==> src/rtl/fizzbuzz_gen_multi.sv <==
// Multi-channel divisibility sequence generator: streams 1..g_length with one
// hit flag per programmable divisor, tracked by incremental residue counters.

module fizzbuzz_gen_multi_lane #(
  parameter int              W       = 8,
  parameter logic [W-1:0]    DEFAULT = '0
) (
  input  logic         i_clk,
  input  logic         i_rst,
  input  logic         i_we,
  input  logic [W-1:0] i_wdata,
  input  logic         i_init,
  input  logic         i_adv,
  output logic         o_hit
);
  logic [W-1:0] div_q, res_q, div_eff;

  // A write coinciding with start must already govern the initial residue.
  assign div_eff = i_we ? i_wdata : div_q;

  always_ff @(posedge i_clk) begin
    if (i_rst) begin
      div_q <= DEFAULT;
      res_q <= W'(1);
    end else begin
      if (i_we) div_q <= i_wdata;
      if (i_init)
        res_q <= (div_eff == W'(1)) ? '0 : W'(1);
      else if (i_adv)
        res_q <= (res_q == div_q - W'(1)) ? '0 : res_q + W'(1);
    end
  end

  assign o_hit = (res_q == '0) && (div_q != '0);
endmodule

module fizzbuzz_gen_multi #(
  parameter int g_length    = 20,
  parameter int g_channels  = 3,
  parameter int g_div_width = 8,
  parameter int g_wrap      = 0,
  localparam int IDX_W = (g_channels > 1) ? $clog2(g_channels) : 1,
  localparam int NW    = $clog2(g_length + 1)
) (
  input  logic                   i_clk,
  input  logic                   i_rst,
  input  logic                   i_en,
  input  logic                   i_start,
  input  logic                   i_cfg_we,
  input  logic [IDX_W-1:0]       i_cfg_idx,
  input  logic [g_div_width-1:0] i_cfg_div,
  input  logic                   i_ready,
  output logic                   o_valid,
  output logic [NW-1:0]          o_number,
  output logic [g_channels-1:0]  o_hits,
  output logic                   o_busy,
  output logic                   o_done,
  output logic                   o_wrap
);
  typedef enum logic [1:0] {S_IDLE, S_RUN, S_DONE} state_t;
  localparam bit WRAP = (g_wrap != 0);

  state_t                state_q;
  logic                  valid_q, done_q, wrap_q;
  logic [NW-1:0]         num_q;
  logic [g_channels-1:0] hit;
  logic                  idle_or_done, cfg_go, start_go, xfer, last, adv, init;

  assign idle_or_done = (state_q != S_RUN);
  assign cfg_go       = i_en & i_cfg_we & idle_or_done;
  assign start_go     = i_en & i_start & idle_or_done;
  assign xfer         = i_en & valid_q & i_ready;
  assign last         = (num_q == NW'(g_length));
  assign adv          = xfer & ~last;
  assign init         = start_go | (xfer & last & WRAP);

  // Out-of-range indices match no lane, so they are dropped naturally.
  for (genvar k = 0; k < g_channels; k++) begin : g_lane
    fizzbuzz_gen_multi_lane #(
      .W       (g_div_width),
      .DEFAULT (g_div_width'(3 + 2 * k))
    ) u_lane (
      .i_clk   (i_clk),
      .i_rst   (i_rst),
      .i_we    (cfg_go && (i_cfg_idx == IDX_W'(k))),
      .i_wdata (i_cfg_div),
      .i_init  (init),
      .i_adv   (adv),
      .o_hit   (hit[k])
    );
  end

  always_ff @(posedge i_clk) begin
    if (i_rst) begin
      state_q <= S_IDLE;
      valid_q <= 1'b0;
      num_q   <= '0;
      done_q  <= 1'b0;
      wrap_q  <= 1'b0;
    end else begin
      done_q <= 1'b0;
      wrap_q <= 1'b0;
      if (i_en) begin
        case (state_q)
          S_IDLE, S_DONE: begin
            if (i_start) begin
              state_q <= S_RUN;
              valid_q <= 1'b1;
              num_q   <= NW'(1);
            end
          end
          S_RUN: begin
            if (valid_q && i_ready) begin
              if (!last) begin
                num_q <= num_q + NW'(1);
              end else if (WRAP) begin
                num_q  <= NW'(1);
                wrap_q <= 1'b1;
              end else begin
                state_q <= S_DONE;
                valid_q <= 1'b0;
                done_q  <= 1'b1;
              end
            end
          end
          default: state_q <= S_IDLE;
        endcase
      end
    end
  end

  assign o_valid  = valid_q;
  assign o_number = num_q;
  assign o_hits   = valid_q ? hit : '0;
  assign o_busy   = (state_q == S_RUN);
  assign o_done   = done_q;
  assign o_wrap   = wrap_q;
endmodule

==> config.mk <==
export PLATFORM = sky130hd
export DESIGN_NAME = fizzbuzz_gen_multi
export DESIGN_NICKNAME = d
export VERILOG_FILES = /design/src/rtl/fizzbuzz_gen_multi.sv
export SDC_FILE = /design/constraint.sdc
export NUM_CORES = 1
export LEC_CHECK = 0
export ABC_AREA = 1
export CAP_MARGIN = 0
export CORE_UTILIZATION = 50
export CTS_BUF_LIST = sky130_fd_sc_hd__clkbuf_8
export DETAILED_ROUTE_END_ITERATION = 7
export GPL_ROUTABILITY_DRIVEN = 0
export PLACE_DENSITY_LB_ADDON = 0.08
export SLEW_MARGIN = 20
export SYNTH_ARGS = -nofsm -noshare
export SYNTH_HDL_FRONTEND = slang
export SYNTH_SLANG_ARGS = --single-unit
==> constraint.sdc <==
create_clock -name i_clk -period 2.3 [get_ports i_clk]
set_input_delay 0.575 -clock i_clk [delete_from_list [all_inputs] [get_ports i_clk]]
set_output_delay 0.575 -clock i_clk [all_outputs]
set_load 0.01 [all_outputs]
* Word-level counts from Yosys, hierarchy flattened
Cells that the tools add are included.
** Operators by class
- Reductions and logical operators :: 22
- $add $sub $neg :: 7
- Bitwise logic cells :: 11
- Multiplexer cells :: 29
- Equality and inequality tests :: 16
** Operator list (number)
- two-way mux 8 bit :: 12
- adder 8 x 1 -> 8 bit, second input constant :: 3
- equality test 8 x 1 -> 1 bit, second input constant :: 3
- equality test 8 bit :: 3
- zero test 8 bit :: 3
- nonzero test 8 bit :: 3
- subtractor 8 x 1 -> 8 bit, second input constant :: 3
- two-way mux 5 bit :: 3
- one-hot mux 5 bit (2 select lines) :: 1
- AND reduction 5 bit :: 2
- bitwise AND 1 bit :: 7
- logical AND 1 bit :: 7
- two-way mux 1 bit :: 7
- two-way mux 2 bit :: 3
- != test 2 x 1 -> 1 bit, second input constant :: 3
- adder 5 x 1 -> 5 bit, second input constant :: 1
- equality test 5 bit, second input constant :: 1
- equality test 2 x 1 -> 1 bit, second input constant :: 2
- equality test 2 bit, second input constant :: 2
- zero test 2 bit :: 2
- != test 2 bit, second input constant :: 2
- NOT 1 bit :: 4
- one-hot mux 2 bit (2 select lines) :: 1
- AND reduction 4 bit :: 1
- 5 further kinds :: 6
** Storage, ports and cells
- Bits of input ports :: 16
- Logic and storage cells :: 95
- Output and inout bits :: 12
- Register bits after elaboration :: 57

* Logic depth before layout (Yosys ltp)
Gate-level depths: netlist of run 1.
- Depth in word-level cells :: 7
- Depth in mapped cells :: 13
- Gate-level depth less buffers :: 13

* By module
A second synthesis of run 1 with hierarchy kept.
** Second synthesis, totals
- Cell total of the unflattened synthesis :: 673
- Area total of the unflattened synthesis :: 4156.5 um2
** By module, submodules not included
- fizzbuzz_gen_multi_lane (g_lane[1].u_lane) :: times used 1, cells each 190, area an instance 1181.1 um2
- fizzbuzz_gen_multi_lane (g_lane[0].u_lane) :: times used 1, cells each 191, area an instance 1177.4 um2
- fizzbuzz_gen_multi_lane (g_lane[2].u_lane) :: times used 1, cells each 190, area an instance 1176.1 um2
- fizzbuzz_gen_multi :: times used 1, cells each 102, area an instance 621.8 um2

* Worst setup path before layout of run 1
OpenSTA, ideal clock, no wires.
- Path kind :: register -> output
- Start :: reg g_lane[1].u_lane.div_q[0]
- End :: out o_hits[1]
- Slack :: 0.633 ns
- Arrival :: 1.092 ns
- Path buffers :: 0
- Cell stages (with the launch flop) :: 6
- Path through :: dfxtp_1 > inv_1 > ha_1 > nand3_1 > o21ai_0 > nor4_1
** Between the ends
- Cells in the longest elaborated chain, start to end :: 3
** RTL lines
- start: declaration :: line 16 : logic [W-1:0] div_q, res_q, div_eff;
- start signal: assignment :: line 26 : if (i_we) div_q <= i_wdata;
- nonzero test 8 bit :: line 34 : assign o_hit = (res_q == '0) && (div_q != '0);
- logical AND 1 bit :: line 34
- two-way mux 3 bit :: line 134 : assign o_hits = valid_q ? hit : '0;
- end: declaration :: line 55 : output logic [g_channels-1:0] o_hits,
No other way between the ends.

* Worst setup path after layout of run 1
- Start :: reg g_lane[1].u_lane.res_q[0]
- End :: out o_hits[1]
** Between the ends
- Cells in the longest elaborated chain, start to end :: 3
** RTL lines
- start: declaration :: line 16
- start signal: assignment :: line 28 : res_q <= (div_eff == W'(1)) ? '0 : W'(1);
- start signal: assignment :: line 30 : res_q <= (res_q == div_q - W'(1)) ? '0 : res_q + W'(1);
- zero test 8 bit :: line 34
- logical AND 1 bit :: line 34
- two-way mux 3 bit :: line 134
No other way between the ends.

==> impl_metrics.yaml, run 1 <==
synthesis:
  synth_compound_area_share_pct: 9.94
  synth-seq-area-share_pct: 29.4
  synth_commonest_cells: "nand2_1, nor2_1, inv_1, dfxtp_1, nand3_1"
  synth-edff-count: 0
  synthMuxAreaShare_pct: 0
  synth_area_um2: 3880
  synth.most_common_cell: "nand2_1"
  yosys-top-cells-area: "dfxtp_1, nand2_1, nor2_1"
  syn_area_per_cell_um2: 6.22
  yosys.area.top_type: "dfxtp_1"
  synth_top_family_by_area: "simple AND/OR/NAND/NOR gates"
  synth_warnings: 0
  syn_nets: 653
  async_flop_share_pct: 0
  synth-adder-area-share_pct: 4.52
  synth_xor_xnor_area_share_pct: 4.87
  ys_ff_latch: 57
  yosys_most_used_dff: "dfxtp_1"
  yosysUniqueCellTypes: 37
  synth_cells: 623
  synth-simple-area-share_pct: 40.8
  yosysTopAreaCellShare_pct: 29.4
route:
  via_count: 3995
  routedWlPerCell_um: 13.1
  met1_length_um: 4770
  dr.max_layer_used: "met4"
  routed_via_density: 5.15
  postRouteAntennaNets: 0
  routed-wl-met3_um: 508
  wl_met2_um: 4730
  drc: 0
  routed_wl_um: 10200
  drt_iter0_drc: 245
  first_pass_iters: 4
min_path:
  hold_depth: 2
  min_from: "state_q[0]$_SDFFE_PP0P_"
  hp-class: "reg -> reg"
  worstHoldEndpoint: "state_q[0]$_SDFFE_PP0P_"
setup_path:
  cp-end-kind: "output pin"
  crit_arrival_ns: 1.64
  r2r-start: "g_lane[1].u_lane.div_q[0]$_SDFF_PP1_"
  r2r-end: "g_lane[1].u_lane.res_q[2]$_SDFFE_PP0P_"
  ff2ff_path_depth: 14
  worstPathCellList: "inv_2 -> ha_1 -> nand4_1 -> nor4_1 -> dlygate4sd2_1"
  slowest_stage: "dfxtp_1"
  crit_required_ns: 1.73
  criticalPathCategory: "reg -> out"
  critPathMaxFanout: 4
  crit_path_start: "g_lane[1].u_lane.res_q[0]$_SDFFE_PP1P_"
  startpoint_type: "flop"
  r2r_slack_ns: 0.30
  cpPeakStageDelay_ns: 0.36
timing:
  hold_viol_final: 0
  rsz0062_at_grt: "false"
  period_needed_ns: 2.21
  timing.final.crit_share_pct: 96.3
  drv_slew: 0
  fmax_mhz: 452
  worst_clock_skew_ns: 0.00820
  worst_slack_ns: 0.0859
  setup_viol: 0
die:
  core_um2: 7370
  start_util_pct: 52.6
  floorplan.die_area_um2: 8110
  core.rowCount: 31
  die_y_um: 90.0
  top_level_ports: 28
  die_w_um: 90.0
placement:
  place_area_um2: 4370
  portBuffers: 26
  dp_hpwl_um: 7930
  place_ws_ns: -0.0174
clocking:
  clk_pin_slew_ns: 0.07
  clock-root-buffer: "clkbuf_8"
  postCtsHoldBufs: 0
  cts_sinks: 57
  tritoncts: "built"
  clk_latency_ns: 0.34
  postCtsSetupBuffers: 0
  htree_levels: 3
  numCtsBuffers: 9
  clock_path_buffers: 2
power:
  power_density_nw_per_um2: 558
  leakage_nw: 2.21
  irDropWorstVdd_mv: 0.282
  p_total_mw: 2.58
cells_and_area:
  fillers: 700
  syn_to_final_growth_pct: 19.1
  drive_above_1_share_pct: 9.60
  seq_area_um2: 1140
  multi_input_area_um2: 2340
  final_nets: 702
  insertedDiodeCount: 0
  stdcell_area_um2: 4620
grt:
  track_usage_pct: 26.6
  grt_pass1_vias: 3801
  overflow: 0
  antenna_found_initial: 0
  grt_pass1_wl_um: 17500
  grt_start_max_net_pins: 24
status:
  outcome: "finished, final reports clean"
run:
  max_cap_viol_count: 0
-- power breakdown --
group | switching [mW] | internal, mW
Sequential | 0.0272 | 1.01
Clock | 0.428 | 0.744
Combinational | 0.223 | 0.142
Total | 0.678 | 1.90
-- what timing repair did --
item | CTS | global route
gates resized for setup | 4 | 4
cloned | 0 | 0
endpoints found under the setup margin | 3 | 2
-- cell usage in the layout, fill, tap and decap left out, types with 2 or more instances in the layout --
cell and n:
nor4_1 3, ha_1 14, nand4_1 10, clkdlybuf4s50_1 23, dlygate4sd2_1 2, xor2_1 9
nand2_4 3, bufinv_16 3, o21ai_2 4, buf_4 22, nor3_1 7, xnor2_1 10
nand3b_1 4, o21ai_1 11, o21ai_0 32, a21oi_1 19, inv_1 82, or2_2 5
nand2_2 2, nor2_8 2, dfxtp_1 57, clkbuf_8 10, nor3b_1 2, nor2_1 91
nand2_1 179, nand3_1 50, inv_2 6
-- metrics by stage --
stage	std cells	setup TNS (ns)	hold WS [ns]	util (%)
finish	776	0	0.485	62.6
global route	776	0	0.538	62.6
CTS	776	0	0.488	62.7
detailed placement	760	-0.0174	0.477	59.3
global placement	760	0	0.483	59.3
floorplan	623	0	0.461	-
-- sequential cells by signal, indices dropped and copies added (netlist names) --
register	flops
g_lane.u_lane.div_q	24
state_q	2
o_valid	1
o_number	5
g_lane.u_lane.res_q	24
o_done	1
-- worst max-delay path by stage --
stage	endpoint	cells past startpoint
2_1_floorplan	o_hits[1]	5
3_3_place_gp	g_lane[0].u_lane.res_q[0]$_SDFFE_PP1P_	10
3_5_place_dp	g_lane[1].u_lane.res_q[0]$_SDFFE_PP1P_	10
4_1_cts	o_hits[0]	5
5_1_grt	o_hits[1]	5
6_report	o_hits[1]	5
-- critical path: cells and delay by family, from the launching register on --
| family | cells | cell delay [ns] |
|---|---|---|
| buffers and inverters | 2 | 0.41 |
| flip-flops | 1 | 0.36 |
| AND/OR/NAND/NOR | 2 | 0.36 |
| adder cells (fa/ha/maj) | 1 | 0.18 |
-- cell type report --
| type | count | area share [%] |
|---|---|---|
| Multi-Input combinational cell | 468 | 50.7 |
| Sequential cell | 57 | 24.7 |
| Timing Repair Buffer | 49 | 9.49 |
| Inverter | 87 | 7.08 |
| Clock buffer | 10 | 2.98 |
| Tap cell | 99 | 2.68 |
| Clock inverter | 6 | 2.30 |
-- routing by layer --
| metal | global-route usage [%] | up-vias |
|---|---|---|
| li1 | - | 2065 |
| met1 | 34.3 | 1806 |
| met2 | 45.6 | 106 |
| met3 | 3.38 | 18 |
| met4 | 9.14 | 0 |
| met5 | 0 | - |
-- cell families (layout without fill, tap and decap cells) --
family          count (synthesis)  in the layout
simple gates                  362            362
buf+inv                        98            152
compound gates                 71             71
flops                          57             57
xor+xnor                       20             20
fa+ha+maj                      14             14
other cells                     1              1
Power figures use the tool's default switching activity.
==> run 2, diff against run 1 <==
- CORE_MARGIN: unset -> 10
- CTS_CLUSTER_SIZE: unset -> 20
==> run 2 against run 1 <==
  * Sequential power barely moved
  * Global-route usage fell by 8.3 points
  * Setup slack improved by 0.064 ns
  * Clock power fell by 30%
  * Register-to-register slack got worse by 0.04 ns
  * Core utilization fell by 3.0 points
  * First-iteration DRC count fell by 25%
  * Sequential share of layout area rose by 0.31 points
  * Cell count rose by 0.52%
  * Combinational power rose by 2%
  * Clock skew rose by 0.0031 ns
==> impl_metrics.yaml, run 2 (synthesis results as in run 1) <==
route:
  drc: 0
  postRouteAntennaNets: 0
  routed_via_density: 5.17
  drt_iter0_drc: 183
  routed_wl_um: 10500
  routedWlPerCell_um: 13.5
  via_count: 4036
  first_pass_iters: 5
grt:
  antenna_found_initial: 0
  grt_start_max_net_pins: 26
  track_usage_pct: 18.3
  overflow: 0
  grt_pass1_wl_um: 17300
  grt_pass1_vias: 3754
timing:
  drv_slew: 0
  setup_viol: 0
  rsz0062_at_grt: "false"
  worst_clock_skew_ns: 0.0113
  hold_viol_final: 0
  timing.final.crit_share_pct: 93.5
  fmax_mhz: 465
  period_needed_ns: 2.15
die:
  floorplan.die_area_um2: 11700
  top_level_ports: 28
  start_util_pct: 50.7
  die_y_um: 108
  core_um2: 7650
  die_w_um: 108
  core.rowCount: 32
cells_and_area:
  stdcell_area_um2: 4560
  insertedDiodeCount: 0
  final_nets: 704
  layout_commonest_cell: "nand2_1"
  syn_to_final_growth_pct: 17.6
  final_cell_mix: "nand2_1, nor2_1, inv_1"
  drive_above_1_share_pct: 10.3
  stdcell_count: 780
power:
  irDropWorstVdd_mv: 0.315
  leakage_nw: 2.19
  p_total_mw: 2.23
  power_density_nw_per_um2: 489
clocking:
  tritoncts: "built"
  numCtsBuffers: 9
  clk_pin_slew_ns: 0.07
  clock_path_buffers: 2
  postCtsHoldBufs: 0
  clk_latency_ns: 0.35
  clock-root-buffer: "clkbuf_8"
  postCtsSetupBuffers: 0
  htree_levels: 3
  cts_sinks: 57
status:
  outcome: "finished, final reports clean"
placement:
  dp_hpwl_um: 8200
  place_inst: 765
  place_area_um2: 4390
  portBuffers: 26
setup_path:
  crit_arrival_ns: 1.58
  slowest_stage: "dfxtp_1"
  cpPeakStageDelay_ns: 0.31
  ff2ff_path_depth: 14
  criticalPathCategory: "reg -> out"
  crit_required_ns: 1.73
  startpoint_type: "flop"
  cp-end-kind: "output pin"
  worstPathCellList: "inv_1 -> ha_1 -> nand4_1 -> a311oi_1 -> clkbuf_2"
  critPathMaxFanout: 4
min_path:
  hold_depth: 2
  hp-class: "reg -> reg"
run:
  max_cap_viol_count: 0
-- run 2: stage by stage --
stage	hold WS (ns)	utilization [%]	setup TNS (ns)	setup WS, ns
finish	0.510	59.6	0	0.150
global route	0.517	59.6	0	0.0164
CTS	0.500	59.5	0	0.0293
detailed placement	0.490	57.4	-0.0754	-0.0393
global placement	0.480	57.4	-0.0287	-0.0287
floorplan	0.461	-	0	0.633
-- run 2: final timing paths --
kind / startpoint / endpoint / slack [ns]
worst min register to register: state_q[0]$_SDFFE_PP0P_ / state_q[0]$_SDFFE_PP0P_ / 0.51
worst max register to register: g_lane[0].u_lane.div_q[0]$_SDFF_PP1_ / g_lane[0].u_lane.res_q[7]$_SDFFE_PP0P_ / 0.26
worst max-delay path: g_lane[0].u_lane.res_q[0]$_SDFFE_PP1P_ / o_hits[0] / 0.15
worst min-delay path: state_q[0]$_SDFFE_PP0P_ / state_q[0]$_SDFFE_PP0P_ / 0.51
-- run 2: power breakdown --
| group | leakage (nW) | switching (mW) | total [mW] | internal [mW] |
|---|---|---|---|---|
| Clock | 0.0929 | 0.414 | 0.817 | 0.402 |
| Sequential | 0.462 | 0.0276 | 1.04 | 1.01 |
| Combinational | 1.63 | 0.226 | 0.372 | 0.145 |
| Total | 2.19 | 0.668 | 2.23 | 1.56 |
-- run 2: routing by layer --
metal,global-route usage [%],vias to the layer above,wire (um)
li1,-,2075,-
met1,23.3,1815,4810
met2,30.2,123,4740
met3,3.33,23,706
met4,6.58,0,227
met5,0,-,0
-- run 2: cell type report --
cell class	instances	area [um2]
clock inverter	5	23.8
inverter	87	327
tap	102	128
clock buffer	10	138
fill	769	3090
sequential	57	1140
multi-input combinational	468	2350
timing repair buffer	51	449
-- run 2: critical path, delay by kind of cell, from the launching register on --
family | cells | cell delay, ns
buffers and inverters | 2 | 0.32
AOI/OAI and AO/OA | 1 | 0.30
DFF | 1 | 0.31
and+or+nand+nor | 1 | 0.12
adders and majority gates | 1 | 0.18
-- run 2: what timing repair did --
item,CTS,global route
setup endpoints to repair,3,10
resized for setup,6,10
cloned,0,0
hold endpoints to repair,0,0
==> run 3, diff against run 2 <==
- CORE_ASPECT_RATIO: unset -> 1.5
- CORE_MARGIN: 10 -> 5
- RECOVER_POWER: unset -> 50
==> run 3 against run 2 <==
  * Combinational power decreased by 4%
  * Global-route usage is 4.7 points higher
  * Clock power increased by 25%
  * Sequential power hardly changed
  * Core utilization is 0.77 points higher
  * Largest cell class unchanged
  * Fmax fell by 1.1%
  * Power up 8.5%
==> impl_metrics.yaml, run 3 (synthesis results as in run 1) <==
die:
  core.rowCount: 39
  start_util_pct: 50.9
  top_level_ports: 28
  die_w_um: 81.9
  floorplan.die_area_um2: 9650
  die_y_um: 118
  core_um2: 7610
power:
  pwr-share-comb_pct: 14.8
  clkPwrFrac_pct: 42.2
  power_switching_mw: 0.665
  irDropWorstVdd_mv: 0.464
  swShare_pct: 27.5
  internal_power_mw: 1.75
  leakage_nw: 2.21
  seq_power_share_pct: 43.0
  power_density_nw_per_um2: 526
timing:
  relSlewSlack_pct: 56.9
  setup_tns_ns: 0
  worst_slack_ns: 0.126
  setup_viol: 0
  worst_clock_skew_ns: 0.0127
  hold_viol_final: 0
  timing.final.crit_share_pct: 94.5
  period_needed_ns: 2.17
  fmax_mhz: 460
  worst_pin_slew_ns: 0.645
  drv_slew: 0
route:
  postRouteAntennaNets: 0
  first_pass_iters: 5
  routedWlPerCell_um: 13.1
  drt_iter0_drc: 184
  routed_via_density: 5.10
  via_count: 3992
  drc: 0
  routed_wl_um: 10200
grt:
  antenna_found_initial: 0
  grt_pass1_vias: 3929
  grt_pass1_wl_um: 17300
  overflow: 0
  grt_start_max_net_pins: 31
  track_usage_pct: 23.0
clocking:
  clock-root-buffer: "clkbuf_8"
  postCtsHoldBufs: 0
  clock_path_buffers: 2
  numCtsBuffers: 9
  clk_latency_ns: 0.35
  tritoncts: "built"
  postCtsSetupBuffers: 0
  cts_sinks: 57
  clk_pin_slew_ns: 0.06
  htree_levels: 3
setup_path:
  startpoint_type: "flop"
  critPathMaxFanout: 2
  crit_required_ns: 1.73
  worstPathCellList: "nor4b_2 -> nand4_1 -> a41oi_1 -> dlygate4sd2_1"
  cpPeakStageDelay_ns: 0.32
  criticalPathCategory: "reg -> out"
  crit_arrival_ns: 1.60
  cp_top_family: "simple AND/OR/NAND/NOR gates"
  slowest_stage: "dfxtp_1"
  cp-end-kind: "output pin"
  crit_buf_inv: 1
  r2r_slack_ns: 0.19
cells_and_area:
  final_nets: 705
  fillers: 790
  final_cell_mix: "nand2_1, nor2_1, inv_1"
  drive_above_1_share_pct: 9.26
  insertedDiodeCount: 0
  stdcell_area_um2: 4600
  layout_commonest_cell: "nand2_1"
  multi_input_area_um2: 2340
  syn_to_final_growth_pct: 18.6
  seq_area_um2: 1140
placement:
  portBuffers: 26
  place_ws_ns: 0.0146
  dp_hpwl_um: 8120
  place_area_um2: 4400
min_path:
  hp-class: "reg -> reg"
run:
  max_cap_viol_count: 0
status:
  outcome: "finished, final reports clean"
[run 3: metal layers]
layer	up-vias	share of wire (%)	track usage, %
met5	-	0	0
li1	2072	-	-
met3	21	3.8	4.36
met4	0	2.6	9.04
met1	1819	41	25.3
met2	80	53	41.5
[run 3: final timing paths]
path,end,start,depth (start not counted)
max,o_hits[2],g_lane[2].u_lane.res_q[7]$_SDFFE_PP0P_,4
min,state_q[0]$_SDFFE_PP0P_,state_q[0]$_SDFFE_PP0P_,2
max reg2reg,g_lane[1].u_lane.res_q[2]$_SDFFE_PP0P_,g_lane[1].u_lane.div_q[0]$_SDFF_PP1_,14
min reg2reg,state_q[0]$_SDFFE_PP0P_,state_q[0]$_SDFFE_PP0P_,2
[run 3: final cells by class]
class	count	share of cell area, %
multi-input cells	468	50.9
repair buffers	52	9.77
clock buffers	9	2.69
flip-flops and latches	57	24.8
clock inverters	7	1.91
inverters	87	7.10
well taps	102	2.78
[run 3: repair_timing]
action / 4_1_cts / 5_1_grt
gates cloned: 0 / 0
setup endpoints to repair: 3 / 7
resized for setup: 4 / 6
[run 3: tightest hold or removal path: stages (launching register included)]
cell     delay [ns]
dfxtp_1        0.33
nand2_1        0.07
a21oi_1        0.05
[run 3: through the flow]
stage                     total power [mW]  instances  util, %  hold slack, ns
after floorplan                       1.28        623        -           0.461
after global placement                1.42        766     57.8           0.481
after detailed placement              1.43        766     57.8           0.483
after CTS                             2.45        782     60.6           0.493
after global routing                  2.53        782     60.4           0.534
final                                 2.42        782     60.4           0.488
[run 3: power groups by stage]
stage                     Sequential (mW)  Clock (mW)  Combinational (mW)
final                                1.04        1.02               0.358
after global routing                 1.04        1.08               0.403
after CTS                            1.04        1.04               0.364
after detailed placement             1.06           0               0.363
after global placement               1.06           0               0.358
after floorplan                      1.06           0               0.225
